<file path="src/rtl/gpr_writeback_scoreboard_if.sv">
// Decode, MDU and W-stage handshake bundle for the writeback scoreboard.
// The slave side is the scoreboard; the master side drives the pipeline inputs.
interface gpr_writeback_scoreboard_if;
  logic       D_valid;
  logic       D_flush;
  logic [4:0] D_rs1_addr;
  logic [4:0] D_rs2_addr;
  logic       D_rs1_used;
  logic       D_rs2_used;
  logic [4:0] D_rd_addr;
  logic       D_rd_wen;
  logic       D_is_mdu;
  logic       D_stall;
  logic       mdu_start;
  logic       mdu_done;
  logic       W_gpr_wen;
  logic [4:0] W_rd_addr;
  logic       W_stall;
  logic       gpr_wen;
  logic [4:0] gpr_waddr;
  logic       gpr_wsel;

  modport master (
    output D_valid, D_flush, D_rs1_addr, D_rs2_addr, D_rs1_used, D_rs2_used,
           D_rd_addr, D_rd_wen, D_is_mdu, mdu_done, W_gpr_wen, W_rd_addr,
    input  D_stall, mdu_start, W_stall, gpr_wen, gpr_waddr, gpr_wsel
  );

  modport slave (
    input  D_valid, D_flush, D_rs1_addr, D_rs2_addr, D_rs1_used, D_rs2_used,
           D_rd_addr, D_rd_wen, D_is_mdu, mdu_done, W_gpr_wen, W_rd_addr,
    output D_stall, mdu_start, W_stall, gpr_wen, gpr_waddr, gpr_wsel
  );
endinterface

</file>
<file path="src/rtl/gpr_writeback_scoreboard.sv">
// Shares the GPR write port between W stage and one outstanding MDU op; all outputs are combinational.
// Decode stalls on hazards against the MDU destination; W stage stalls only once an MDU result has starved.
module gpr_writeback_scoreboard #(
  parameter int STARVE_LIMIT = 4,
  parameter int CNT_W        = 3
) (
  input logic                      clk,
  input logic                      reset,
  gpr_writeback_scoreboard_if.slave bus
);

  typedef enum logic [1:0] {
    S_IDLE = 2'd0,
    S_BUSY = 2'd1,
    S_WAIT = 2'd2
  } state_e;

  localparam logic [CNT_W-1:0] LIMIT   = CNT_W'(STARVE_LIMIT);
  localparam logic [CNT_W-1:0] CNT_MAX = '1;
  localparam logic [CNT_W-1:0] CNT_ONE = CNT_W'(1);

  state_e           state_q, state_d;
  logic [31:0]      pending_q, pending_d;
  logic [4:0]       mdu_rd_q, mdu_rd_d;
  logic [CNT_W-1:0] starve_q, starve_d;

  logic       hazard;
  logic       d_stall;
  logic       issue;
  logic       commit;
  logic       w_stall;
  logic       wen;
  logic [4:0] waddr;
  logic       wsel;

  // Pending bit 0 is never set, so x0 operands fall out of the hazard check naturally.
  assign hazard = (bus.D_rs1_used & pending_q[bus.D_rs1_addr])
                | (bus.D_rs2_used & pending_q[bus.D_rs2_addr])
                | (bus.D_rd_wen   & pending_q[bus.D_rd_addr])
                | (bus.D_is_mdu   & (state_q != S_IDLE));

  assign d_stall = bus.D_valid & ~bus.D_flush & hazard;
  assign issue   = bus.D_valid & bus.D_is_mdu & ~bus.D_flush & ~d_stall & (state_q == S_IDLE);

  always_comb begin
    state_d   = state_q;
    pending_d = pending_q;
    mdu_rd_d  = mdu_rd_q;
    starve_d  = starve_q;
    commit    = 1'b0;

    case (state_q)
      S_IDLE: begin
        if (issue) begin
          state_d  = S_BUSY;
          mdu_rd_d = bus.D_rd_addr;
          if (bus.D_rd_wen && (bus.D_rd_addr != 5'd0)) begin
            pending_d[bus.D_rd_addr] = 1'b1;
          end
        end
      end
      S_BUSY: begin
        if (bus.mdu_done) begin
          if (!bus.W_gpr_wen) begin
            commit = 1'b1;
          end else begin
            state_d  = S_WAIT;
            starve_d = CNT_ONE;
          end
        end
      end
      S_WAIT: begin
        if (!bus.W_gpr_wen || (starve_q == LIMIT)) begin
          commit = 1'b1;
        end else if (starve_q != CNT_MAX) begin
          starve_d = starve_q + CNT_ONE;
        end
      end
      default: begin
        state_d = S_IDLE;
      end
    endcase

    if (commit) begin
      pending_d[mdu_rd_q] = 1'b0;
      starve_d            = '0;
      state_d             = S_IDLE;
    end
  end

  // A commit only coexists with a W request when the MDU result has starved.
  assign w_stall = commit & bus.W_gpr_wen;
  assign wen     = commit ? (mdu_rd_q != 5'd0) : (bus.W_gpr_wen & ~w_stall);
  assign waddr   = commit ? mdu_rd_q : bus.W_rd_addr;
  assign wsel    = commit;

  assign bus.D_stall   = d_stall;
  assign bus.mdu_start = issue;
  assign bus.W_stall   = w_stall;
  assign bus.gpr_wen   = wen;
  assign bus.gpr_waddr = waddr;
  assign bus.gpr_wsel  = wsel;

  always_ff @(posedge clk or negedge reset) begin
    if (!reset) begin
      state_q   <= S_IDLE;
      pending_q <= '0;
      mdu_rd_q  <= '0;
      starve_q  <= '0;
    end else begin
      state_q   <= state_d;
      pending_q <= pending_d;
      mdu_rd_q  <= mdu_rd_d;
      starve_q  <= starve_d;
    end
  end

endmodule

</file>
<file path="src/flat_wrapper.sv">
// flat-port wrapper written by rule: the top's interface ports become plain ports
module gpr_writeback_scoreboard_flat 
#(
  parameter int STARVE_LIMIT = 4,
  parameter int CNT_W        = 3
)
  (clk, reset, bus_D_valid, bus_D_flush, bus_D_rs1_addr, bus_D_rs2_addr, bus_D_rs1_used, bus_D_rs2_used, bus_D_rd_addr, bus_D_rd_wen, bus_D_is_mdu, bus_mdu_done, bus_W_gpr_wen, bus_W_rd_addr, bus_D_stall, bus_mdu_start, bus_W_stall, bus_gpr_wen, bus_gpr_waddr, bus_gpr_wsel);
  gpr_writeback_scoreboard_if bus_i ();
  input logic clk;
  input logic reset;
  input wire logic [$bits(bus_i.D_valid)-1:0] bus_D_valid;
  input wire logic [$bits(bus_i.D_flush)-1:0] bus_D_flush;
  input wire logic [$bits(bus_i.D_rs1_addr)-1:0] bus_D_rs1_addr;
  input wire logic [$bits(bus_i.D_rs2_addr)-1:0] bus_D_rs2_addr;
  input wire logic [$bits(bus_i.D_rs1_used)-1:0] bus_D_rs1_used;
  input wire logic [$bits(bus_i.D_rs2_used)-1:0] bus_D_rs2_used;
  input wire logic [$bits(bus_i.D_rd_addr)-1:0] bus_D_rd_addr;
  input wire logic [$bits(bus_i.D_rd_wen)-1:0] bus_D_rd_wen;
  input wire logic [$bits(bus_i.D_is_mdu)-1:0] bus_D_is_mdu;
  input wire logic [$bits(bus_i.mdu_done)-1:0] bus_mdu_done;
  input wire logic [$bits(bus_i.W_gpr_wen)-1:0] bus_W_gpr_wen;
  input wire logic [$bits(bus_i.W_rd_addr)-1:0] bus_W_rd_addr;
  output wire logic [$bits(bus_i.D_stall)-1:0] bus_D_stall;
  output wire logic [$bits(bus_i.mdu_start)-1:0] bus_mdu_start;
  output wire logic [$bits(bus_i.W_stall)-1:0] bus_W_stall;
  output wire logic [$bits(bus_i.gpr_wen)-1:0] bus_gpr_wen;
  output wire logic [$bits(bus_i.gpr_waddr)-1:0] bus_gpr_waddr;
  output wire logic [$bits(bus_i.gpr_wsel)-1:0] bus_gpr_wsel;
  assign bus_i.D_valid = bus_D_valid;
  assign bus_i.D_flush = bus_D_flush;
  assign bus_i.D_rs1_addr = bus_D_rs1_addr;
  assign bus_i.D_rs2_addr = bus_D_rs2_addr;
  assign bus_i.D_rs1_used = bus_D_rs1_used;
  assign bus_i.D_rs2_used = bus_D_rs2_used;
  assign bus_i.D_rd_addr = bus_D_rd_addr;
  assign bus_i.D_rd_wen = bus_D_rd_wen;
  assign bus_i.D_is_mdu = bus_D_is_mdu;
  assign bus_i.mdu_done = bus_mdu_done;
  assign bus_i.W_gpr_wen = bus_W_gpr_wen;
  assign bus_i.W_rd_addr = bus_W_rd_addr;
  assign bus_D_stall = bus_i.D_stall;
  assign bus_mdu_start = bus_i.mdu_start;
  assign bus_W_stall = bus_i.W_stall;
  assign bus_gpr_wen = bus_i.gpr_wen;
  assign bus_gpr_waddr = bus_i.gpr_waddr;
  assign bus_gpr_wsel = bus_i.gpr_wsel;
  gpr_writeback_scoreboard #(.STARVE_LIMIT(STARVE_LIMIT), .CNT_W(CNT_W)) u_core (.clk(clk), .reset(reset), .bus(bus_i));
endmodule
</file>
<file path="config.mk">
export PLATFORM = sky130hd
export DESIGN_NAME = gpr_writeback_scoreboard_flat
export DESIGN_NICKNAME = d
export VERILOG_FILES = /design/src/rtl/gpr_writeback_scoreboard_if.sv /design/src/rtl/gpr_writeback_scoreboard.sv /design/src/flat_wrapper.sv
export SDC_FILE = /design/constraint.sdc
export NUM_CORES = 1
export LEC_CHECK = 0
export CAP_MARGIN = 20
export CORE_UTILIZATION = 45
export CTS_CLUSTER_DIAMETER = 150
export DETAILED_ROUTE_END_ITERATION = 12
export PLACE_DENSITY = 0.67
export SETUP_SLACK_MARGIN = 0.4
export SLEW_MARGIN = 25
export SYNTH_ARGS = -nofsm -noshare
export SYNTH_HDL_FRONTEND = slang
export SYNTH_SLANG_ARGS = --single-unit
</file>
<file path="constraint.sdc">
create_clock -name clk -period 10.1 [get_ports clk]
set_clock_uncertainty 0.1 [all_clocks]
set_input_delay 3.03 -clock clk [delete_from_list [all_inputs] [get_ports clk]]
set_output_delay 3.03 -clock clk [all_outputs]
set_load 0.02 [all_outputs]
</file>
==> results_dict.tcl <==
set metrics [dict create \
    synth.net_count 365 \
    buffering_stage_count_on_the_worst_path_with_inverters_included 3 \
    global_route.overflow_total 0 \
    die_h_um 87.3 \
    timing.critical_path.max_delay_family "buffers and inverters" \
    status "finished clean" \
    port-buffer-count 39 \
    ys_seq_area_share_pct 32.1 \
    yosys_warnings 0 \
    core.rowCount 30 \
    regToRegSetupSlack_ps 6870 \
    synth.distinct_cells 50 \
    synth-simple-area-share_pct 21.7 \
    num-fill-cells 648 \
    post_synth.cell_area_avg_um2 9.98 \
    power_frac_seq_pct 44.7 \
    post-cts-setup-buffer-count 0 \
    worst_r2r_src "u_core.pending_q[14]" \
    routed_via_density 6.31 \
    synth.area.top_cells "dfrtp_1 (32%), mux4_2 (17%), o41ai_2 (6.5%)" \
    combPwrFrac_pct 36.5 \
    crit_fanout 8 \
    hold_class "flip-flop to flip-flop" \
    dp.final_hpwl_um 6600 \
    detailroute.via_count 2850 \
    synth_area_leader_cell "dfrtp_1" \
    routedWlPerCell_um 19.8 \
    power.density_cell_area_nw_per_um2 146 \
    setup_repair_after_global_routing_missed_its_margin "false" \
    grt_antenna_before_repair 0 \
    path_cells "clkdlybuf4s50_1 > mux4_2 > mux4_2 > and3b_1 > or2_1 > or3_1 > inv_1 > clkdlybuf4s50_1" \
    floorplan.io_pins 40 \
    cts.sinks 42 \
    worst_ir_drop_vdd_v 0.0000632 \
    crit_path_start "bus_D_rs2_addr[1]" \
    max_stage_delay_ps 760 \
    synthAdderAreaFrac_pct 2.68 \
    design.core.area_um2 6910 \
    synth_edf_count 0 \
    count_of_instances_resized_after_the_clock_tree_is_built 0 \
    leakage_nw 1.46 \
    swShare_pct 38.9 \
    critical_path_class "input pin to output pin" \
    slowest_stage "clkdlybuf4s50_1" \
    max-cap-violations 0 \
    wl_um 8970 \
    fin_area_um2 3790 \
    detailedRoute.firstIterationViolations 213 \
    synth_compound_area_share_pct 17.6 \
    hold_ws_ps 442 \
    timing.critical_path.arrival_ps 6400 \
    h-tree-depth 2 \
    crit-reg2reg-capture "u_core.pending_q[1]" \
    tritoncts "yes" \
    netSwitchingPower_w 0.000216 \
    cts.hold.buffers_added 0 \
    clock_insertion_delay_worst_skew_ps 290 \
    tightestPinTransition_ps 689 \
    synth_xor_area_share_pct 0 \
    finalNetCount 393 \
    timing.critical_path.depth 8 \
    n_antenna_cell 0 \
    syn2layout_area_growth_pct 15.9 \
    cts.path.max_buffers 2 \
    numCtsBuffers 5 \
    detail_route.first_pass.iterations 5 \
    worst_setup_path_end_kind "output pin" \
    largest_family_of_logic_cells_by_synthesized_area "simple AND/OR/NAND/NOR gates" \
    muxShareOfSynthArea_pct 21.3 \
    fin_total_pwr_w 0.000554 \
    layout_worst_path_cycle_share_pct 94.4 \
    setup_slack_ps 570 \
    die_area_um2 7620 \
    critical_path.endpoint "bus_mdu_start" \
    initial_utilization_pct 47.4 \
    die_x_um 87.3 \
    setup_viol 0 \
    placement.cell_area_um2 3710 \
    crit_path_time_final_ps 9530 \
    clkTransAtPathRegs_ps 80 \
    async_reset_ff_share_pct 100 \
    pin_count_of_the_biggest_net_entering_global_routing 43 \
    synthesis.area_um2 3270 \
    drt_drc 0 \
    track_usage_pct 25.1 \
    synth-main-ff-cell "dfrtp_1" \
    antenna_left 0 \
    clock_tree.root_cell "clkbuf_8" \
    upper_clock_frequency_limit_mhz 105 \
    power_frac_clock_pct 18.8 \
    slew_viol_final 0 \
    cellInternalPower_w 0.000339 \
    grt_first_pass_wirelength_um 14400 \
    post_synth_inst_count 328 \
    max-slew-margin-rel_pct 54.0 \
    timing.critical_path.required_ps 6970 \
    worstRegToRegCells 7 \
    worst_setup_path_start_kind "input pin" \
    grt_pass1_vias 2668 \
    timing.final.hold_violations 0 \
    placement.setup.worst_slack_ps 568 \
    synth-seq-cells 42 \
    gp_congestion 0.937 \
    fraction_of_final_layout_cells_sized_beyond_drive_strength_1_pct 19.1 \
    yosys.area.top_type_share_pct 32.1 \
    finalSetupTns_ps 0 \
]
## cells by family after synthesis
logic type / Yosys count
AO/OA/AOI/OAI: 70
adder cells (fa/ha/maj): 7
multiplexers: 37
buffers and inverters: 33
flip-flops: 42
AND/OR/NAND/NOR: 139
## layout make-up
| class | count | area, um2 | area share, % |
|---|---|---|---|
| Clock buffer | 7 | 76.3 | 2.01 |
| Inverter | 10 | 37.5 | 0.990 |
| Multi-Input combinational cell | 253 | 2080 | 54.9 |
| Sequential cell | 42 | 1050 | 27.7 |
| Tap cell | 96 | 120 | 3.17 |
| Timing Repair Buffer | 44 | 425 | 11.2 |
## routing by layer
layer  wire length, um  vias up  global-route usage (%)  part of all wire [%]
li1                  -     1296                       -                     -
met1              4100     1391                    37.5                    46
met2              3900      147                    36.7                    43
met3               779       16                    4.74                   8.7
met4               193        0                    7.90                   2.2
met5                 0        -                       0                     0
## worst min path at each step
stage | start | endpoint | slack [ps] | cells after the start
2_1_floorplan | u_core.pending_q[26] | u_core.pending_q[26] | 370 | 2
3_3_place_gp | u_core.starve_q[0] | u_core.starve_q[0] | 410 | 1
3_5_place_dp | u_core.starve_q[0] | u_core.starve_q[0] | 430 | 1
4_1_cts | u_core.starve_q[0] | u_core.starve_q[0] | 450 | 1
5_1_grt | u_core.pending_q[18] | u_core.pending_q[18] | 480 | 2
6_report | u_core.state_q[0] | u_core.state_q[0] | 440 | 2
## Yosys cell counts (6+ instances only)
cell type and n:
clkbuf_1 18, dfrtp_1 42, ha_1 7, inv_1 10, mux2_2 11, mux4_2 25, nand2_1 43, nand2b_1 7
nand3_1 18, nand3b_1 6, nand4_1 7, nor2_1 23, nor2b_1 6, nor3_1 6, o21ai_0 26, o41ai_2 13
## cells in the final DEF, fill, tap and decap left out, drive strengths merged, types with 2 or more instances in the layout
cell type,instances
nand4,7
a22oi,3
clkbuf,7
mux2,11
nand2b,7
clkdlybuf4s50,38
o41ai,15
nand2,43
a2111oi,2
or2,4
o21ai,31
nor3b,5
and3,2
nand3,18
a22o,3
mux4,25
nor2,23
or4,2
ha,7
buf,6
dfrtp,42
a211oi,3
nand3b,6
nor3,6
nor2b,6
and2,2
inv,10
a31o,2
and3b,3
## stage by stage
| stage | util [%] | instances |
|---|---|---|
| after floorplan | - | 328 |
| after global placement | 53.7 | 445 |
| after detailed placement | 53.7 | 445 |
| after CTS | 54.8 | 452 |
| after global routing | 54.9 | 452 |
| final | 54.9 | 452 |
## tightest hold or removal path, cell delays in order (launching register included)
cell and delay [ps]:
dfrtp_1 380, nand2_1 50, o311ai_0 70
## state kept, by name (all words and copies together), names as in the netlist
signal	flops
u_core.starve_q	3
u_core.state_q	2
u_core.pending_q	32
u_core.mdu_rd_q	5
## power by group through the flow
stage	logic [W]	clock network, W	registers, W
floorplan	0.000167	0	0.000214
global placement	0.000197	0	0.000247
detailed placement	0.000200	0	0.000249
CTS	0.000201	0.000107	0.000245
global route	0.000224	0.000114	0.000254
finish	0.000202	0.000104	0.000248
(Power assumes the default switching activity.)
